File: src/rtl/pulse_pkg.sv
// Shared state encoding, default sizing and timer-width helper for the
// up/down pulse generator.
package pulse_pkg;

  typedef logic [1:0] state_t;

  localparam state_t S_IDLE  = 2'd0;
  localparam state_t S_PULSE = 2'd1;
  localparam state_t S_GAP   = 2'd2;

  localparam int PULSE_CYC_DEF = 10;
  localparam int GAP_CYC_DEF   = 1;
  localparam int CNT_W_DEF     = 8;

  // Timer holds duration-1 down to 0, so it needs bits for max_cyc-1 only.
  function automatic int timer_w(input int max_cyc);
    return (max_cyc > 1) ? $clog2(max_cyc) : 1;
  endfunction

endpackage

File: src/rtl/cycle_timer.sv
// Loadable down-counter; expiry flag marks the last cycle of a PULSE or GAP.
module cycle_timer #(
  parameter int W = 4
) (
  input  logic         clk_i,
  input  logic         rst_i,
  input  logic         load_i,
  input  logic [W-1:0] load_val_i,
  input  logic         en_i,
  output logic         expired_o
);

  logic [W-1:0] cnt_q, cnt_d;

  always_comb begin
    cnt_d = cnt_q;
    if (load_i) begin
      cnt_d = load_val_i;
    end else if (en_i && (cnt_q != '0)) begin
      cnt_d = cnt_q - W'(1);
    end
  end

  always_ff @(posedge clk_i or posedge rst_i) begin
    if (rst_i) begin
      cnt_q <= '0;
    end else begin
      cnt_q <= cnt_d;
    end
  end

  assign expired_o = (cnt_q == '0);

endmodule

File: src/rtl/updown_pulse_gen.sv
// Emits REQ_COUNT fixed-width pulses on UP_OUT/DOWN_OUT, each followed by a gap.
//   state | meaning
//   IDLE  | ready for a request, both outputs low
//   PULSE | one output high for PULSE_CYC cycles
//   GAP   | both outputs low for GAP_CYC cycles
module updown_pulse_gen
  import pulse_pkg::*;
#(
  parameter int PULSE_CYC = PULSE_CYC_DEF,
  parameter int GAP_CYC   = GAP_CYC_DEF,
  parameter int CNT_W     = CNT_W_DEF
) (
  input  logic             CLK,
  input  logic             RST,
  input  logic             REQ_VALID,
  output logic             REQ_READY,
  input  logic             REQ_DIR,
  input  logic             REQ_ALT,
  input  logic [CNT_W-1:0] REQ_COUNT,
  input  logic             ABORT,
  output logic             UP_OUT,
  output logic             DOWN_OUT,
  output logic             BUSY,
  output logic             DONE
);

  localparam int MAX_CYC = (PULSE_CYC > GAP_CYC) ? PULSE_CYC : GAP_CYC;
  localparam int TW      = timer_w(MAX_CYC);
  localparam logic [TW-1:0] P_LOAD = TW'(PULSE_CYC - 1);
  localparam logic [TW-1:0] G_LOAD = TW'(GAP_CYC - 1);

  state_t           state_q, state_d;
  logic [CNT_W-1:0] rem_q, rem_d;
  logic             dir_q, dir_d;
  logic             alt_q, alt_d;
  logic             abort_q, abort_d;
  logic             ready_q, done_q, done_d;
  logic             up_q, dn_q;
  logic             t_load, t_exp;
  logic [TW-1:0]    t_val;
  logic             accept;

  assign accept = REQ_VALID && ready_q;

  always_comb begin
    state_d = state_q;
    rem_d   = rem_q;
    dir_d   = dir_q;
    alt_d   = alt_q;
    abort_d = abort_q;
    done_d  = 1'b0;
    t_load  = 1'b0;
    t_val   = P_LOAD;
    case (state_q)
      S_IDLE: begin
        if (accept) begin
          dir_d   = REQ_DIR;
          alt_d   = REQ_ALT;
          rem_d   = REQ_COUNT;
          abort_d = 1'b0;
          if (REQ_COUNT != '0) begin
            state_d = S_PULSE;
            t_load  = 1'b1;
            t_val   = P_LOAD;
          end else begin
            done_d = 1'b1;
          end
        end
      end
      S_PULSE: begin
        // Abort wins over a same-cycle timer expiry.
        if (ABORT) begin
          state_d = S_GAP;
          rem_d   = '0;
          abort_d = 1'b1;
          t_load  = 1'b1;
          t_val   = G_LOAD;
        end else if (t_exp) begin
          state_d = S_GAP;
          if (rem_q != '0) rem_d = rem_q - CNT_W'(1);
          if (alt_q) dir_d = ~dir_q;
          t_load  = 1'b1;
          t_val   = G_LOAD;
        end
      end
      S_GAP: begin
        if (ABORT) begin
          rem_d   = '0;
          abort_d = 1'b1;
        end
        if (t_exp) begin
          if (ABORT || abort_q || (rem_q == '0)) begin
            state_d = S_IDLE;
            done_d  = !(ABORT || abort_q);
          end else begin
            state_d = S_PULSE;
            t_load  = 1'b1;
            t_val   = P_LOAD;
          end
        end
      end
      default: state_d = S_IDLE;
    endcase
  end

  always_ff @(posedge CLK or posedge RST) begin
    if (RST) begin
      state_q <= S_IDLE;
      rem_q   <= '0;
      dir_q   <= 1'b0;
      alt_q   <= 1'b0;
      abort_q <= 1'b0;
      ready_q <= 1'b0;
      done_q  <= 1'b0;
      up_q    <= 1'b0;
      dn_q    <= 1'b0;
    end else begin
      state_q <= state_d;
      rem_q   <= rem_d;
      dir_q   <= dir_d;
      alt_q   <= alt_d;
      abort_q <= abort_d;
      ready_q <= (state_d == S_IDLE);
      done_q  <= done_d;
      up_q    <= (state_d == S_PULSE) && dir_d;
      dn_q    <= (state_d == S_PULSE) && !dir_d;
    end
  end

  cycle_timer #(.W(TW)) u_timer (
    .clk_i      (CLK),
    .rst_i      (RST),
    .load_i     (t_load),
    .load_val_i (t_val),
    .en_i       (state_q != S_IDLE),
    .expired_o  (t_exp)
  );

  assign REQ_READY = ready_q;
  assign UP_OUT    = up_q;
  assign DOWN_OUT  = dn_q;
  assign DONE      = done_q;
  assign BUSY      = (state_q != S_IDLE);

endmodule

File: config.mk
export PLATFORM = sky130hd
export DESIGN_NAME = updown_pulse_gen
export DESIGN_NICKNAME = d
export VERILOG_FILES = /design/src/rtl/pulse_pkg.sv /design/src/rtl/cycle_timer.sv /design/src/rtl/updown_pulse_gen.sv
export SDC_FILE = /design/constraint.sdc
export NUM_CORES = 1
export LEC_CHECK = 0
export BUFFER_PORTS_ARGS = -buffer_cell sky130_fd_sc_hd__clkbuf_2
export CORE_MARGIN = 8
export CORE_UTILIZATION = 60
export DETAILED_ROUTE_END_ITERATION = 10
export HOLD_SLACK_MARGIN = 0.1
export PLACE_DENSITY = 0.83
export SLEW_MARGIN = 25
export SYNTH_ARGS = -nofsm -noshare
export SYNTH_HDL_FRONTEND = slang
export SYNTH_SLANG_ARGS = --single-unit
File: constraint.sdc
create_clock -name CLK -period 5 [get_ports CLK]
set_input_delay 1 -clock CLK [delete_from_list [all_inputs] [get_ports CLK]]
set_output_delay 1 -clock CLK [all_outputs]
set_load 0.005 [all_outputs]
-- Yosys cells after proc, flatten, opt, wreduce, memory -nomap -nowiden
Index checks and enable logic that the tools add are counted.
- bits in registers: 21
- input bits: 14
- output and inout bits: 5
- logic and storage cells: 82
- add/sub/neg operators: 2
- equality and inequality tests: 8
- muxes and demuxes: 38
- bitwise logic cells: 1
- reductions and logical operators: 23
- operator list (kind ; count):
    $mux W8 ; 5
    $pmux W8 S3 ; 1
    $mux W4 ; 5
    $mux W1 ; 17
    $reduce_bool A8 Y1 ; 2
    $mux W2 ; 5
    $logic_not A8 Y1 ; 1
    $sub A8 B1 Y8 const B ; 1
    $ne A3 B3 Y1 const B ; 2
    $pmux W1 S2 ; 3
    $pmux W2 S3 ; 1
    $reduce_bool A2 Y1 ; 3
    $reduce_and A5 Y1 ; 1
    $eq A2 B1 Y1 const B ; 2
    $logic_and A1 B1 Y1 ; 4
    $logic_not A2 Y1 ; 2
    $logic_not A4 Y1 ; 1
    $ne A2 B2 Y1 const B ; 2
    $reduce_bool A4 Y1 ; 1
    $sub A4 B1 Y4 const B ; 1
    $pmux W1 S3 ; 1
    $reduce_and A3 Y1 ; 1
    $reduce_bool A3 Y1 ; 1
    $eq A2 B2 Y1 const B ; 1
    other kinds (6) ; 8

-- Longest topological paths before layout
Gate-level depths: netlist (run 1).
- word-level depth: 7
- mapped depth: 7
- mapped depth without buffers: 6

-- Cells and area by module
A second synthesis (run 1) with hierarchy kept.
- cells, all modules: 145
- area, all modules: 1441.4 sq um
- by module, submodules not included (module ; instances ; cells each ; area each (sq um) ; sequential area each (sq um)):
    updown_pulse_gen ; 1 ; 117 ; 1179.9 ; 425.4
    cycle_timer ; 1 ; 28 ; 261.5 ; 100.1

-- Worst setup path before layout (run 1)
No wires, ideal clock.
- path kind: input to register
- start point: input ABORT
- end point: register rem_q[0]
- library setup time: 125 ps
- arrival time: 2049 ps
- required time: 4875 ps
- path slack: 2827 ps
- stages: 4
- path buffers: 1
- path through: nand2b_1 > clkbuf_1 > o21ai_1 > mux2_2
- longest elaborated chain between the ends: 2
- elaborated cells between the ends (all ways): 6
- classes of those cells: eq/ne: 3; mux: 2; reduce/logical: 1
- ends and longest elaborated chain (element ; RTL line ; source):
    start, declared ; updown_pulse_gen.sv:20 ; input logic ABORT,
    $ne A3 B3 Y1 (no line), or another cell as far along ; -- ;
    $reduce_and A5 Y1 (no line) / $pmux W8 S3 (equally long branches) ; -- ;
    end signal, assigned ; updown_pulse_gen.sv:119 ; rem_q <= rem_d;
    end, declared ; updown_pulse_gen.sv:33 ; logic [CNT_W-1:0] rem_q, rem_d;
Parallel ways exist; a longest one is shown, timed or not.
A chain may end at the register's enable or synchronous reset.

-- Worst setup path in the final report (run 1)
- start point: register state_q[1]
- end point: output BUSY
- longest elaborated chain between the ends: 1
- ends and longest elaborated chain (element ; RTL line ; source):
    start, declared ; updown_pulse_gen.sv:32 ; state_t state_q, state_d;
    start signal, assigned ; updown_pulse_gen.sv:118 ; state_q <= state_d;
    $reduce_bool A2 Y1 ; updown_pulse_gen.sv:143 ; assign BUSY = (state_q != S_IDLE);
    end, declared ; updown_pulse_gen.sv:23 ; output logic BUSY,
No other way between the ends.

==> metrics list, run 1 <==
- Prevailing post-synth register cell: sky130_fd_sc_hd__dfrtp_1
- Post-CTS Setup Bufs: 0
- From left edge to right edge, the die measures 64.0 microns.
- Vert. Die Dim: 64.0 microns
- Setup violations remaining at the end of the flow were counted as 0.
* Last weighted congestion value of the routability-driven placer: 0.931
* Required @ worst endpoint: 4000 ps
- Dividing the detail-routed wire length by the instance count gives 15.7 microns.
- The number of hold buffers added after CTS was 0.
- The later pin in the worst-skew pair is clocked with a latency of 300 ps.
* Initial antenna violation count: 0
* Master cell of the clock root buffer: sky130_fd_sc_hd__clkbuf_4
* Area after DPL: 1490 sq um
* Share of final-layout standard cells stronger than drive strength 1: 0.183
- Number of buffers and inverters on the critical path: 3
- For this design the ratio of total power to cell area is 635 nW/um^2.
* Number of distinct library cell variants in the gate-level netlist after synthesis: 51
- The share of synthesized area in the top cell type comes to 0.381.
* Setup Crit Path Kind: flop to output pin
- Syn avg cell area: 9.45 sq um
- In this run, post-CTS repair resized a total of 0 instances.
- Mapped Cells: 146
- Along the worst hold path, the cell count comes to 1.
* Setup repair after global routing missed its margin: no
* Number of placed I/O pins: 19
- Wire length the detailed router placed on met1: 1300 microns
* Max transition margin: 0.480
* Highest fanout seen on the critical path: 12
- The flow ran to the end, and the final reports show no timing, DRC or antenna violations.
* Layout-stage area growth over the synthesis result: 9.79%
- Cell type with the highest aggregate area in the netlist: sky130_fd_sc_hd__dfrtp_1
* Flops & latches, synth: 21
- H-tree depth: 1
* Portion of the post-synthesis area used by sequential elements: 0.381
* Initial Utilization: 0.630
- Yosys instantiated no cell more often than sky130_fd_sc_hd__dfrtp_1.
- Die footprint: 4090 sq um
* Count of synthesis-stage warnings from yosys: 0
- The path class of the tightest hold or removal check is flop to flop.
- The worst setup path is launched from a flop.
- After detailed routing, the total wire length is 3010 microns.
- Clock-pin slew was measured on the worst setup and hold paths at 120 ps.
- Largest buffer count on any clock path: 2
- Count of routing violations after the opening detailed-route iteration: 70
- The total count of max-transition violations in the final report came to 0.
- Number of enable flip-flop cells after synthesis: 0
* Period Utilization, post-route: 0.491
* Stages on worst setup path: 4
- Fin Setup TNS: 0 ps
* Number of port buffers: 18
* Max Freq: 408 MHz
- After the flow finishes, the layout carries non-filler instances totaling 192.
* Ratio of routed vias to standard cells: 6.30
- Summed over all nets, wire length on met2 after detailed routing comes to 1470 microns.
- Number of max-capacitance violations reported: 0
- The worst path in the final design needs a cycle of 2450 ps, including I/O delays and setup.
- Post-layout net count: 185
- Cell mode on critical path: sky130_fd_sc_hd__inv_1
- Share of synthesized flip-flops with an asynchronous set or reset: 1.00
* Uppermost layer routed: met4
* P_leak: 0.675 nW
- At the pin with the least slew margin, the transition time is 780 ps.
- Wire length of the first global-routing pass: 5210 microns
- Broken down by cell family, the worst path's largest delay share belongs to flip-flops.
- The initialized floorplan defines 17 standard-cell rows.
- Global routing finished with a remaining overflow of 0.
* Dpl cells: 188
* CTS buffer count: 3
- For this run, the slowest stage of the critical path takes 440 ps.
* Clk_skew: 5.26 ps
- Post-layout instance area: 1520 sq um
* Total via count after detailed routing: 1210
- The number of global-route vias before repair is 1236.
* Number of nets produced by synthesis: 166
- Area of the core: 2190 sq um
- In the routed design, unresolved DRC markers number 0.
- The pre-antenna-repair detailed-routing pass consisted of 4 iterations.
- The tree built by TritonCTS fans out to 21 sinks.
* Most frequent cells after synthesis: sky130_fd_sc_hd__dfrtp_1, sky130_fd_sc_hd__inv_1, sky130_fd_sc_hd__nor2_1
* Sort of element at the end of the critical path: output pin
- Worst hold margin: 490 ps
- Logic depth of the worst register-to-register path: 6
- DPL Wire Length: 2340 microns
- Largest net degree at the start of global routing: 22
- TritonCTS built the clock tree.
- Worst-case vdd ir drop: 377 uV
- Crit-path cells: inv_1 > ha_1 > inv_1 > clkbuf_2
* Endpoint arrival time on the critical path: 1450 ps
- The repair_antennas step left the layout with diodes totalling 0.
- Area contributors post-synth: sky130_fd_sc_hd__dfrtp_1, sky130_fd_sc_hd__ha_1, sky130_fd_sc_hd__inv_1, sky130_fd_sc_hd__o2bb2ai_1, sky130_fd_sc_hd__nor2_1
* Final hold vios: 0
- Detailed routing placed a total of 188 microns of wire on met3.
- GRT Util Overall: 0.152
- Remaining number of nets flagged by the antenna check after routing: 0
* Post-synthesis instance area: 1380 sq um
- At the end of the flow the core is filled with cells to 0.692.
- Crit-path slowest cell: sky130_fd_sc_hd__dfrtp_1
[metrics by stage]
stage | power, mW | worst slack (ps)
final | 0.961 | 2550
after global routing | 1.05 | 2420
after CTS | 0.962 | 2540
after detailed placement | 0.878 | 2440
after global placement | 0.859 | 2540
after floorplan | 0.749 | 2830
[cell type report]
class / instances / area (sq um)
clock buffer: 4 / 26.3
fill: 167 / 676
inverter: 14 / 52.6
multi-input combinational: 107 / 786
sequential: 21 / 526
tap: 28 / 35.0
timing repair buffer: 18 / 90.1
[power breakdown]
part	internal, mW	total [mW]	switching [mW]
registers	0.246	0.322	0.0760
logic	0.240	0.557	0.316
clock network	0.0311	0.0828	0.0517
total	0.517	0.961	0.444
[registers in the layout, indices dropped and copies added, names as in the netlist]
signal,cells
DONE,1
DOWN_OUT,1
REQ_READY,1
UP_OUT,1
abort_q,1
alt_q,1
dir_q,1
rem_q,8
state_q,2
u_timer.cnt_q,4
[routing by layer]
layer | up-vias | GRT usage
li1 | 600 | -
met1 | 563 | 0.181
met2 | 41 | 0.246
met3 | 6 | 0.0366
met4 | 0 | 0.0864
met5 | - | 0
[path summary, 6_finish.rpt]
kind	slack, ps	end	startpoint
max reg2reg	2550	rem_q[1]	rem_q[0]
min reg2reg	490	DONE	abort_q
max	2550	BUSY	state_q[1]
min	490	DONE	abort_q
max in group asynchronous	3710	rem_q[6]	RST
min in group asynchronous	800	rem_q[3]	RST
[logic make-up (layout without fill, tap and decap cells)]
family | count (synthesis) | count (layout) | synth area share
compound gates | 51 | 51 | 0.277
buf+inv | 18 | 36 | 0.0499
fa+ha+maj | 6 | 6 | 0.0544
simple gates | 46 | 46 | 0.208
xor+xnor | 1 | 1 | 0.00635
flops | 21 | 21 | 0.381
mux | 3 | 3 | 0.0245
[cell usage in the layout, fill, tap and decap left out, types with 4 or more instances in the layout]
| cell | n |
|---|---|
| sky130_fd_sc_hd__inv_1 | 13 |
| sky130_fd_sc_hd__nand2_1 | 8 |
| sky130_fd_sc_hd__ha_1 | 6 |
| sky130_fd_sc_hd__o221ai_1 | 4 |
| sky130_fd_sc_hd__clkbuf_2 | 18 |
| sky130_fd_sc_hd__o2bb2ai_1 | 5 |
| sky130_fd_sc_hd__dfrtp_1 | 21 |
| sky130_fd_sc_hd__o21ai_0 | 6 |
| sky130_fd_sc_hd__a21oi_1 | 6 |
| sky130_fd_sc_hd__nor2_1 | 10 |
Power figures use the tool's default switching activity.
==> run 2, diff against run 1 <==
ABC_AREA = 1   (was default)
CORE_UTILIZATION = 51   (was 60)
PLACE_DENSITY = 0.75   (was 0.83)
clock period = 2.1 ns   (was 5 ns; I/O delays follow)
==> metrics list, run 2 <==
- sky130_fd_sc_hd__dfrtp_1 takes more of the synthesized area than any other cell.
- Of the available clock period, the critical path in the final layout requires 0.889.
- Post-DR wirelength/cell: 11.5 microns (-27%)
- Crit-path slowest cell: sky130_fd_sc_hd__dfrtp_1
* Number of enable flip-flop cells after synthesis: 0 (unchanged)
- Final hold vios: 0 (unchanged)
* DPL Wire Length: 2290 microns (-1.8%)
* Mapped Cells: 196 (+34%)
* Horizontal die dimension: 69.6 microns (+8.8%)
* Status: complete, no violations
- Total wire length after detailed routing: 2870 microns (-4.7%)
- The static leakage came to 0.853 nW (+26%).
* Number of port buffers: 18 (unchanged)
- Endpoint arrival time on the critical path: 1450 ps (about the same)
- The biggest fanout along the worst timing path was 6 (-6).
* GRT Util Overall: 0.120 (-0.0326)
* Portion of the post-synthesis area used by sequential elements: 0.359 (-0.0218)
- The number of flip-flops under the largest register name is 8 (unchanged).
* Setup Crit Path Kind: flop to output pin
- The synthesized cell area came to 1460 sq um (+6.1%).
* TritonCTS clock tree: yes
- Worst-case vdd ir drop: 988 uV (+160%)
- Largest buffer count on any clock path: 2 (unchanged)
- Vert. Die Dim: 69.6 microns (+8.8%)
- The number of antenna violations at the first check in global routing is 0 (unchanged).
* Final setup fails: 0 (unchanged)
- Post-CTS Setup Bufs: 0 (unchanged)
* Cell row count: 19 (+2)
- STA classifies the critical path startpoint as a flop.
- Share of Yosys cell area claimed by the top area cell type: 0.359 (-0.0218)
- The number of nets in the final layout came to 240 (+30%).
- Required @ worst endpoint: 1680 ps (-2320 ps)
- Number of nets produced by synthesis: 216 (+30%)
- By area the synthesized netlist is led by sky130_fd_sc_hd__dfrtp_1, sky130_fd_sc_hd__nand2_1, sky130_fd_sc_hd__inv_1, sky130_fd_sc_hd__nor2_1, sky130_fd_sc_hd__nand3_1.
- Most frequent cells after synthesis: sky130_fd_sc_hd__nand2_1, sky130_fd_sc_hd__inv_1, sky130_fd_sc_hd__nor2_1
- Total via count after detailed routing: 1226 (+1.3%)
* Area after DPL: 1590 sq um (+6.6%)
- The number of maximum-capacitance violations is 0 (unchanged).
* Antenna fix cells: 0 (unchanged)
- H-tree depth: 1 (unchanged)
* Fin Setup TNS: 0 ps (unchanged)
* Top Registers: rem_q: 8 flops, u_timer.cnt_q: 4 flops, state_q: 2 flops
* Share of synthesized flip-flops with an asynchronous set or reset: 1.00 (unchanged)
- Area of the core: 2730 sq um (+25%)
* Ratio of routed vias to standard cells: 4.90 (-22%)
- The maximum number of pins on one net before global-route repair came to 22 (unchanged).
* Post-layout instance area: 1610 sq um (+6.5%)
* Clock edge transition at the registers on the reported setup and hold paths: 120 ps (about the same)
- The smallest clock period supported by the final layout is computed as 1870 ps.
* Share of final-layout standard cells stronger than drive strength 1: 0.251 (+0.0682)
- In the layout the commonest cells are sky130_fd_sc_hd__nand2_1, sky130_fd_sc_hd__inv_1, sky130_fd_sc_hd__nor2_1.
- The TritonCTS sink count was 21 (unchanged).
* P per Cell Area: 1490 nW/um^2 (+130%)
* Layout-stage area growth over the synthesis result: 10.3%
- The unique cell type count in the Yosys netlist is 28 (-45%).
* Syn avg cell area: 7.47 sq um (-21%)
- Most numerous cell in the Yosys netlist: sky130_fd_sc_hd__nand2_1
* Max-slew violation count: 0 (unchanged)
* CTS buffer count: 3 (unchanged)
* Die footprint: 4840 sq um (+18%)
* Count of synthesis-stage warnings from yosys: 0 (unchanged)
- Clk_skew: 4.84 ps (-0.421 ps)
- The detailed-route DRC error count is 0 (unchanged).
- Leaving out fill and tap cells, the most frequent cell in the layout is sky130_fd_sc_hd__nand2_1.
* Master cell of the clock root buffer: sky130_fd_sc_hd__clkbuf_4
- CTS Hold Bufs: 0 (unchanged)
- Sum of overflow across all layers after global routing: 0 (unchanged)
- The number of resized instances in the post-cts repair step is 0 (unchanged).
- Worst-margin pin slew: 448 ps (-332 ps)
- Cell mode on critical path: sky130_fd_sc_hd__inv_1
* Initial Utilization: 0.535 (-0.0945)
- Iteration count of the initial detailed-routing pass: 4 (unchanged)
* Clock latency at the later pin of the worst-skew pair: 300 ps (about the same)
- Number of placed I/O pins: 19 (unchanged)
- The cell depth of the worst flop-to-flop path was 7 (+1).
- The worst setup path is captured at an output pin.
- The post-route total power came to 2.41 mW (+150%).
- Max transition margin: 0.701 (+0.221)
- Last weighted congestion value of the routability-driven placer: 0.837 (-10%)
* Prevailing post-synth register cell: sky130_fd_sc_hd__dfrtp_1
- The number of flip-flops and latches in the synthesized netlist came to 21 (unchanged).
- Traced cell by cell, the critical path runs through inv_1 > ha_1 > inv_1 > clkbuf_2.
- Count of routing violations after the opening detailed-route iteration: 84 (+20%)
- Setup repair after global routing missed its margin: no
- The first-pass GRT wire length is 4910 microns (-5.8%).
- Via count of the first global-routing pass: 1138 (-7.9%)
* Path type of the worst min-delay path: input pin to async pin
* Register bank with the most flops: rem_q
* Util after Layout: 0.590 (-0.101)
- The count of antenna-violating nets left after detailed routing was 0 (unchanged).
* Largest stage delay on the critical path: 440 ps (about the same)
* Max Freq: 536 MHz
[run 2: cell types whose count changed in the layout (fill, tap and decap cells not counted), sizes merged, moves of 4 or more]
cell | before | now
nand3 | 3 | 21
inv | 13 | 29
nor4 | 4 | 0
nor2 | 10 | 28
nand2 | 8 | 54
nor3b | 4 | 0
o2bb2ai | 5 | 0
o21ai | 7 | 20
o221ai | 4 | 0
[run 2: cell type report]
class | count | area, sq um
tap | 31 | 38.8
multi-input combinational | 143 | 797
clock buffer | 4 | 26.3
fill | 257 | 1120
sequential | 21 | 526
timing repair buffer | 20 | 105
inverter | 31 | 121
[run 2: path summary, 6_finish.rpt]
path / end / from / slack, ps
setup / recovery: BUSY / state_q[1] / 230
hold / removal: rem_q[4] / RST / 100
setup reg to reg: rem_q[1] / state_q[1] / 360
hold reg to reg: u_timer.cnt_q[0] / u_timer.cnt_q[0] / 570
max in group asynchronous: u_timer.cnt_q[2] / RST / 1780
min in group CLK: alt_q / REQ_ALT / 350
[run 2: metrics by stage]
| stage | worst slack [ps] | hold WS (ps) | cells |
|---|---|---|---|
| final | 233 | 101 | 250 |
| after global routing | 119 | 114 | 250 |
| after CTS | 207 | 103 | 250 |
| after detailed placement | 361 | 449 | 246 |
| after global placement | 423 | 447 | 246 |
| after floorplan | 593 | 397 | 196 |
[run 2: power breakdown]
group          leakage, nW  total [mW]  switching [mW]  internal [mW]
Sequential           0.264       0.709           0.125          0.583
Combinational        0.574        1.50           0.941          0.560
Clock               0.0150       0.195           0.121         0.0741
[run 2: kinds of logic after synthesis]
group / share of synthesized area
compound gates: 0.112
xor+xnor: 0.0239
fa+ha+maj: 0.0513
buf+inv: 0.0966
flops: 0.359
mux: 0.0145
simple gates: 0.343
[run 2: worst max-delay path, delay by kind of cell (launching register included)]
kind | cells | cell delay, ps
DFF | 1 | 440
buffers and inverters | 3 | 390
adders and majority gates | 1 | 320
[run 2: routing by layer]
metal	vias up	global-route usage	wire [microns]
li1	663	-	-
met1	546	0.162	1460
met2	15	0.181	1300
met3	2	0.0386	85
met4	0	0.0205	14
met5	-	0	0
